**src/rtl/bf_pointer_ctrl.sv**
```systemverilog
// ----------------------------------------------------------------------------
// bf_pointer_ctrl
//
// Tracks the full/empty state of M buffers and selects the next buffer to
// serve in round-robin order, starting the search just after the buffer that
// was served last.
//
// Ports
//   i_clk       single clock, all state updates on the rising edge
//   i_rst       synchronous, active-high reset
//   i_set[M]    per-buffer fill pulse; bit i marks buffer i full
//   i_pop       consumer takes the buffer at o_ptr this cycle
//   o_full_vec  registered buffer-full flags
//   o_count     number of full buffers (0..M)
//   o_valid     at least one buffer is full
//   o_match     o_count equals K
//   o_ptr       index of the next buffer to serve (0 when nothing is full)
//   o_ovf       sticky: a fill hit a buffer that was already full
//   o_unf       sticky: a pop arrived with no full buffer
//
// All outputs derive from registered state only; there is no combinational
// path from any input to any output.
// ----------------------------------------------------------------------------
module bf_pointer_ctrl #(
    parameter int unsigned M = 4,
    parameter int unsigned K = 1,
    localparam int unsigned W = $clog2(M),
    localparam int unsigned C = $clog2(M + 1)
) (
    input  logic         i_clk,
    input  logic         i_rst,
    input  logic [M-1:0] i_set,
    input  logic         i_pop,
    output logic [M-1:0] o_full_vec,
    output logic [C-1:0] o_count,
    output logic         o_valid,
    output logic         o_match,
    output logic [W-1:0] o_ptr,
    output logic         o_ovf,
    output logic         o_unf
);

    localparam logic [C-1:0] KVal     = C'(K);
    localparam logic [W-1:0] LastInit = W'(M - 1);

    // Registered state
    logic [M-1:0] full_q, full_d;
    logic [W-1:0] last_q, last_d;
    logic         ovf_q, ovf_d;
    logic         unf_q, unf_d;

    // Derived from registered state
    logic [C-1:0] count;
    logic         valid;
    logic [W-1:0] ptr;
    logic         found;

    // Next-state helpers
    logic         pop_acc;
    logic [M-1:0] pop_mask;
    logic         ovf_hit;

    // ------------------------------------------------------------------
    // Occupancy count
    // ------------------------------------------------------------------
    always_comb begin
        count = '0;
        for (int unsigned i = 0; i < M; i++) begin
            count = count + C'(full_q[i]);
        end
    end

    assign valid = |full_q;

    // ------------------------------------------------------------------
    // Round-robin pick: scan last+1, last+2, ... modulo M; the last-served
    // index is visited on the final step so it is checked last.
    // ------------------------------------------------------------------
    always_comb begin
        int unsigned  idx;
        logic [W-1:0] idx_w;
        ptr   = '0;
        found = 1'b0;
        idx   = 0;
        idx_w = '0;
        for (int unsigned s = 1; s <= M; s++) begin
            idx   = (32'(last_q) + s) % M;
            idx_w = W'(idx);
            if (!found && full_q[idx_w]) begin
                found = 1'b1;
                ptr   = idx_w;
            end
        end
    end

    // ------------------------------------------------------------------
    // Next state
    // ------------------------------------------------------------------
    always_comb begin
        pop_acc       = i_pop && valid;
        pop_mask      = '0;
        pop_mask[ptr] = pop_acc;

        // A fill on the slot being popped this cycle re-arms it without
        // counting as an overflow.
        ovf_hit = |(i_set & full_q & ~pop_mask);

        full_d = (full_q & ~pop_mask) | i_set;
        last_d = pop_acc ? ptr : last_q;
        ovf_d  = ovf_q | ovf_hit;
        unf_d  = unf_q | (i_pop && !valid);
    end

    always_ff @(posedge i_clk) begin
        if (i_rst) begin
            full_q <= '0;
            last_q <= LastInit;
            ovf_q  <= 1'b0;
            unf_q  <= 1'b0;
        end else begin
            full_q <= full_d;
            last_q <= last_d;
            ovf_q  <= ovf_d;
            unf_q  <= unf_d;
        end
    end

    // ------------------------------------------------------------------
    // Outputs
    // ------------------------------------------------------------------
    assign o_full_vec = full_q;
    assign o_count    = count;
    assign o_valid    = valid;
    assign o_match    = (count == KVal);
    assign o_ptr      = ptr;
    assign o_ovf      = ovf_q;
    assign o_unf      = unf_q;

endmodule

```
**config.mk**
```make
export PLATFORM = sky130hd
export DESIGN_NAME = bf_pointer_ctrl
export DESIGN_NICKNAME = d
export VERILOG_FILES = /design/src/rtl/bf_pointer_ctrl.sv
export SDC_FILE = /design/constraint.sdc
export NUM_CORES = 1
export LEC_CHECK = 0
export CAP_MARGIN = 20
export CORE_MARGIN = 1.5
export CORE_UTILIZATION = 36
export DETAILED_ROUTE_END_ITERATION = 8
export PLACE_DENSITY = 0.71
export SLEW_MARGIN = 25
export SYNTH_ARGS = -nofsm -noshare
export SYNTH_HDL_FRONTEND = slang
export SYNTH_SLANG_ARGS = --single-unit
```
**constraint.sdc**
```tcl
create_clock -name i_clk -period 1.9 [get_ports i_clk]
set_clock_uncertainty 0.1 [all_clocks]
set_input_delay 0.38 -clock i_clk [delete_from_list [all_inputs] [get_ports i_clk]]
set_output_delay 0.38 -clock i_clk [all_outputs]
set_load 0.1 [all_outputs]
```
==> impl_metrics.py, run 1 <==
metrics = {
    "yosys": {
        "synth_top_area_cell": "dfxtp_1",
        "syn_avg_cell_area_um2": 8.87,
        "synth_edf_count": 0,
        "synth_seq_cells": 8,
        "syn_nets": 67,
        "synth_cell_types": 25,
        "synthTopCellsByCount": "9 x nor2_1, 8 x dfxtp_1, 5 x a21oi_1, 5 x nand2_1",
        "yosys.cell_count.top_type": "nor2_1",
        "syn-instance-count": 56,
        "synthTopCellsByArea": "dfxtp_1 32%, ha_1 7.6%, nor2_1 6.8%, a311oi_4 5.3%, a21oi_1 5.0%",
        "ys.flop_type": "dfxtp_1",
        "yosysWarnings": 0,
        "synthesis.area_um2": 497,
        "synth_top_area_share_pct": 32.2,
        "ys_seq_area_share_pct": 32.2,
        "synthArstFlopShare_pct": 0,
    },
    "final_layout": {
        "fillers": 72,
        "stdcell_area_mm2": 0.00110,
        "drive_gt1_share_pct": 59.8,
        "multi_input_area_um2": 378,
        "syn_to_final_growth_pct": 121,
        "num_antenna_cells": 0,
        "fin_nets": 110,
        "regArea_um2": 175,
        "final_core_util_pct": 84.3,
    },
    "global_route": {
        "grtUsageTotal_pct": 25.5,
        "grt-ovfl-total": 0,
        "grt_first_pass_wirelength_um": 2660,
        "grt_max_degree": 9,
        "grt_pass1_vias": 596,
        "antenna_found_initial": 0,
    },
    "timing": {
        "tightest_slew_ns": 0.322,
        "whs_ns": 0.463,
        "max_slew_margin_pct": 78.4,
        "rsz0062_at_grt": "yes",
        "setup_viol": 9,
        "slew_violations": 0,
        "fmax_mhz": 413,
        "hold_violations": 0,
        "fin_crit_sh_pct": 127,
        "setup_slack_ns": -0.522,
        "min_period_ns": 2.42,
    },
    "worst_setup_path": {
        "crit_path_start": "o_full_vec[0]",
        "regToRegStartpoint": "o_full_vec[0]",
        "reg2reg_setup_slack_ns": -0.07,
        "worst_path_max_delay_cell": "fa_1",
        "crit_type": "reg -> out",
        "slowest_delay_ns": 0.58,
        "setup.worst_path.end_class": "primary output",
        "cp.arrival_ns": 1.94,
        "cp_num_buf_inv": 1,
        "critPathLaunchType": "flop",
        "cp_common_cell": "ha_4",
        "cp.required_ns": 1.42,
        "crit_path_end": "o_match",
        "path_depth": 5,
        "regToRegEndpoint": "o_ovf",
        "critPathTopFamily": "adder cells",
        "crit_path_max_fanout": 2,
        "cp_cell_sequence": "fa_1, ha_4, ha_4, nor3b_4, buf_12",
        "rr_worst_depth": 9,
    },
    "placement": {
        "gp_congestion": 0.804,
        "place_ws_ns": -0.265,
        "port_buffers": 19,
        "dpl_cell_area_um2": 991,
        "dp_hpwl_um": 1120,
    },
    "drt": {
        "ant_nets": 0,
        "wl_per_cell_um": 14.9,
        "vias": 584,
        "firstDrtPassIters": 4,
        "detail_route.iter0.violations": 8,
        "wl_um": 1670,
        "vias_per_cell": 5.21,
        "drc": 0,
    },
    "clock_tree": {
        "cts.sink_count": 8,
        "clk_pin_slew_worst_paths_ns": 0.05,
        "root_buffer": "clkbuf_4",
        "cts_tree": "yes",
        "clock_path_buffers": 2,
        "cts_htree_levels": 1,
        "hold_buffers": 0,
        "numCtsBuffers": 3,
        "insertion_delay_ns": 0.26,
    },
    "power": {
        "fin_total_pwr_w": 0.00105,
        "irDropWorstVdd_mv": 0.877,
        "p_leak_nw": 0.459,
        "p_per_area_mw_per_mm2": 961,
    },
    "min_path": {
        "hold_class": "reg -> reg",
        "hp-start": "last_q[0]",
    },
    "floorplan": {
        "start_util_pct": 38.2,
        "dieHeight_um": 40.1,
        "fp.dieW_um": 40.1,
        "num_io_pins": 20,
        "rows": 13,
        "dieArea_mm2": 0.00161,
        "core_mm2": 0.00130,
    },
    "run_status": {
        "violations": "negative setup slack",
        "status": "finished, violations left",
    },
    "job": {
        "maxCapViolCount": 0,
    },
}
placed cells by master, fill, tap and decap left out, types with 2 or more instances in the layout:
master / netlist / final
buf_4: 0 / 16
buf_12: 0 / 13
nor2_1: 9 / 8
clkdlybuf4s50_1: 0 / 6
a21oi_1: 5 / 5
nand2_1: 5 / 4
dfxtp_1: 8 / 4
dfxtp_4: 0 / 4
buf_6: 0 / 4
a31oi_1: 3 / 3
ha_4: 0 / 3
clkbuf_4: 0 / 3
inv_2: 1 / 2
nand2b_1: 2 / 2
logic make-up after synthesis:
| group | after synthesis | synth area share [%] |
|---|---|---|
| buf+inv | 5 | 3.78 |
| compound gates | 15 | 26.7 |
| simple gates | 24 | 25.7 |
| fa+ha+maj | 4 | 11.6 |
| flops | 8 | 32.2 |
worst register-to-register path, stage by stage (launching register included):
cell,delay (ns)
dfxtp_4,0.34
buf_4,0.13
buf_6,0.12
or2_4,0.25
a311oi_4,0.28
buf_4,0.17
nand2_1,0.08
o21ai_2,0.16
a2bb2oi_2,0.14
a31oi_1,0.09
how the worst min path moves through the flow:
stage,endpoint,slack [ns],depth (start not counted)
global route,last_q[0],0.48,1
detailed placement,last_q[0],0.44,1
CTS,last_q[0],0.45,1
floorplan,last_q[0],0.39,1
finish,last_q[0],0.46,1
global placement,o_unf,0.42,2
sequential cells by signal, summed over array words and instances (netlist names):
name	cells
o_unf	1
o_full_vec	4
last_q	2
o_ovf	1
stage by stage:
stage / std cells / TNS [ns]
3_3_place_gp: 103 / -0.443
4_1_cts: 112 / -2.34
5_1_grt: 112 / -2.87
2_1_floorplan: 56 / -4.95
6_report: 112 / -2.32
3_5_place_dp: 103 / -0.591
cell type report:
class	count	area share [%]
Inverter	4	1.60
Multi-Input combinational cell	43	34.4
Sequential cell	8	16.0
Timing Repair Buffer	39	44.2
Clock buffer	3	2.05
Tap cell	15	1.71
routing by layer:
layer,up-vias,share of wire [%],track usage [%]
met3,4,5.3,8.33
met2,26,51,46.4
met1,272,42,26.2
met4,0,1.3,11.2
li1,282,-,-
met5,-,0,0
power breakdown:
| part | internal (W) | switching [W] | leakage [nW] |
|---|---|---|---|
| sequential | 0.000182 | 0.0000216 | 0.0688 |
| combinational | 0.000296 | 0.000418 | 0.376 |
| clock | 0.0000727 | 0.0000638 | 0.0138 |
what timing repair did:
action                     4_1_cts  5_1_grt
setup buffers                    6        3
setup endpoints to repair        9       12
gates resized for setup         11        4
pin swaps                        3        6
Note: power is estimated with default switching activity, not from simulation.
==> run 2: changes to the inputs <==
TNS_END_PERCENT = 5   (was default)
==> run 2 against run 1 <==
  * The run still ends with negative setup slack left
  * Register-to-register slack improved by 0.14 ns
  * Cell count decreased by 6.3%
  * Via count decreased by 7.5%
  * First-iteration DRC count decreased by 25%
  * Combinational power decreased by 4.5%
  * Critical path depth unchanged
  * Non-clock buffer count decreased by 8
  * Routed wire length decreased by 20%
  * Clock power about the same
  * Highest routed layer is now met3
==> impl_metrics.py, run 2 (same netlist as run 1, synthesis figures left out) <==
metrics = {
    "run_status": {
        "status": "finished, violations left",
        "violations": "negative setup slack",
    },
    "job": {
        "maxCapViolCount": 0,
    },
    "drt": {
        "drc": 0,
        "detail_route.iter0.violations": 6,
        "wl_um": 1330,
        "vias_per_cell": 5.14,
        "wl_per_cell_um": 12.7,
        "firstDrtPassIters": 4,
        "vias": 540,
        "ant_nets": 0,
    },
    "timing": {
        "min_period_ns": 2.42,
        "fmax_mhz": 414,
        "whs_ns": 0.445,
        "rsz0062_at_grt": "yes",
        "setup_viol": 7,
        "max_slew_margin_pct": 76.6,
        "fin_crit_sh_pct": 127,
        "tightest_slew_ns": 0.348,
        "setup_slack_ns": -0.516,
        "hold_violations": 0,
        "fin_setup_tns_ns": -2.03,
        "slew_violations": 0,
    },
    "clock_tree": {
        "hold_buffers": 0,
        "cts_setup_buffers": 0,
        "clk_pin_slew_worst_paths_ns": 0.06,
        "cts_tree": "yes",
        "insertion_delay_ns": 0.25,
        "numCtsBuffers": 3,
        "root_buffer": "clkbuf_4",
        "cts.sink_count": 8,
        "cts_htree_levels": 1,
        "clock_path_buffers": 2,
    },
    "floorplan": {
        "dieArea_mm2": 0.00161,
        "num_io_pins": 20,
        "rows": 13,
        "fp.dieW_um": 40.1,
        "core_mm2": 0.00130,
        "start_util_pct": 38.2,
        "dieHeight_um": 40.1,
    },
    "final_layout": {
        "final_common_cell": "buf_12",
        "fin_nets": 102,
        "num_antenna_cells": 0,
        "largest_reg_flops": 4,
        "most-common-layout-cells": "13 x buf_12, 9 x buf_4, 8 x nor2_1",
        "drive_gt1_share_pct": 52.2,
        "fillers": 91,
        "syn_to_final_growth_pct": 106,
        "stdcell_area_mm2": 0.00102,
    },
    "min_path": {
        "hold_class": "reg -> reg",
    },
    "global_route": {
        "grt_first_pass_wirelength_um": 2170,
        "grtUsageTotal_pct": 20.8,
        "antenna_found_initial": 0,
        "grt_pass1_vias": 510,
        "grt-ovfl-total": 0,
        "grt_max_degree": 9,
    },
    "placement": {
        "port_buffers": 19,
        "dp_hpwl_um": 1120,
        "dpl_cell_area_um2": 971,
        "place_ws_ns": -0.264,
        "gp_congestion": 0.814,
    },
    "worst_setup_path": {
        "crit_path_max_fanout": 2,
        "cp.arrival_ns": 1.94,
        "crit_type": "reg -> out",
        "critPathLaunchType": "flop",
        "setup.worst_path.end_class": "primary output",
        "cp.required_ns": 1.42,
    },
    "power": {
        "fin_total_pwr_w": 0.00102,
        "p_per_area_mw_per_mm2": 1000,
        "irDropWorstVdd_mv": 0.481,
        "p_leak_nw": 0.419,
    },
}
-- run 2: what timing repair did --
action / 4_1_cts / 5_1_grt
gates resized for setup: 3 / 5
pin swaps: 1 / 1
setup endpoints to repair: 7 / 9
-- run 2: metal layers --
layer  up-vias  track usage, %  share of wire [%]
met5         -               0                  0
met4         0            7.76                  0
met3         0            1.67                4.8
met2        30            38.7                 54
met1       246            24.3                 41
li1        264               -                  -
-- run 2: power breakdown --
group / switching, W / internal (W)
clock: 0.0000588 / 0.0000804
sequential: 0.0000210 / 0.000182
combinational: 0.000406 / 0.000275
-- run 2: layout make-up --
| cell class | count | area, µm² | area share, % |
|---|---|---|---|
| Timing Repair Buffer | 31 | 422 | 41.2 |
| Multi-Input combinational cell | 43 | 365 | 35.7 |
| Sequential cell | 8 | 175 | 17.1 |
| Clock buffer | 4 | 26.3 | 2.57 |
| Tap cell | 15 | 18.8 | 1.84 |
| Inverter | 4 | 15.0 | 1.47 |
-- run 2: final timing paths --
| path | start | to | slack (ns) | depth (start not counted) |
|---|---|---|---|---|
| worst min register to register | last_q[0] | last_q[0] | 0.44 | 1 |
| worst min-delay path | last_q[0] | last_q[0] | 0.44 | 1 |
| worst max register to register | o_full_vec[0] | o_ovf | 0.07 | 7 |
| worst max-delay path | o_full_vec[0] | o_match | -0.52 | 5 |
-- run 2: critical path, cell delays in order, from the launching register on --
cell and delay (ns):
dfxtp_4 0.34, fa_1 0.51, ha_4 0.18, ha_4 0.22, nor3b_4 0.22, buf_12 0.20
-- run 2: stage by stage --
| stage | utilization, % | cells |
|---|---|---|
| 6_report | 78.6 | 105 |
| 5_1_grt | 78.6 | 105 |
| 4_1_cts | 77.5 | 105 |
| 3_5_place_dp | 74.6 | 101 |
| 3_3_place_gp | 74.6 | 101 |
| 2_1_floorplan | - | 56 |
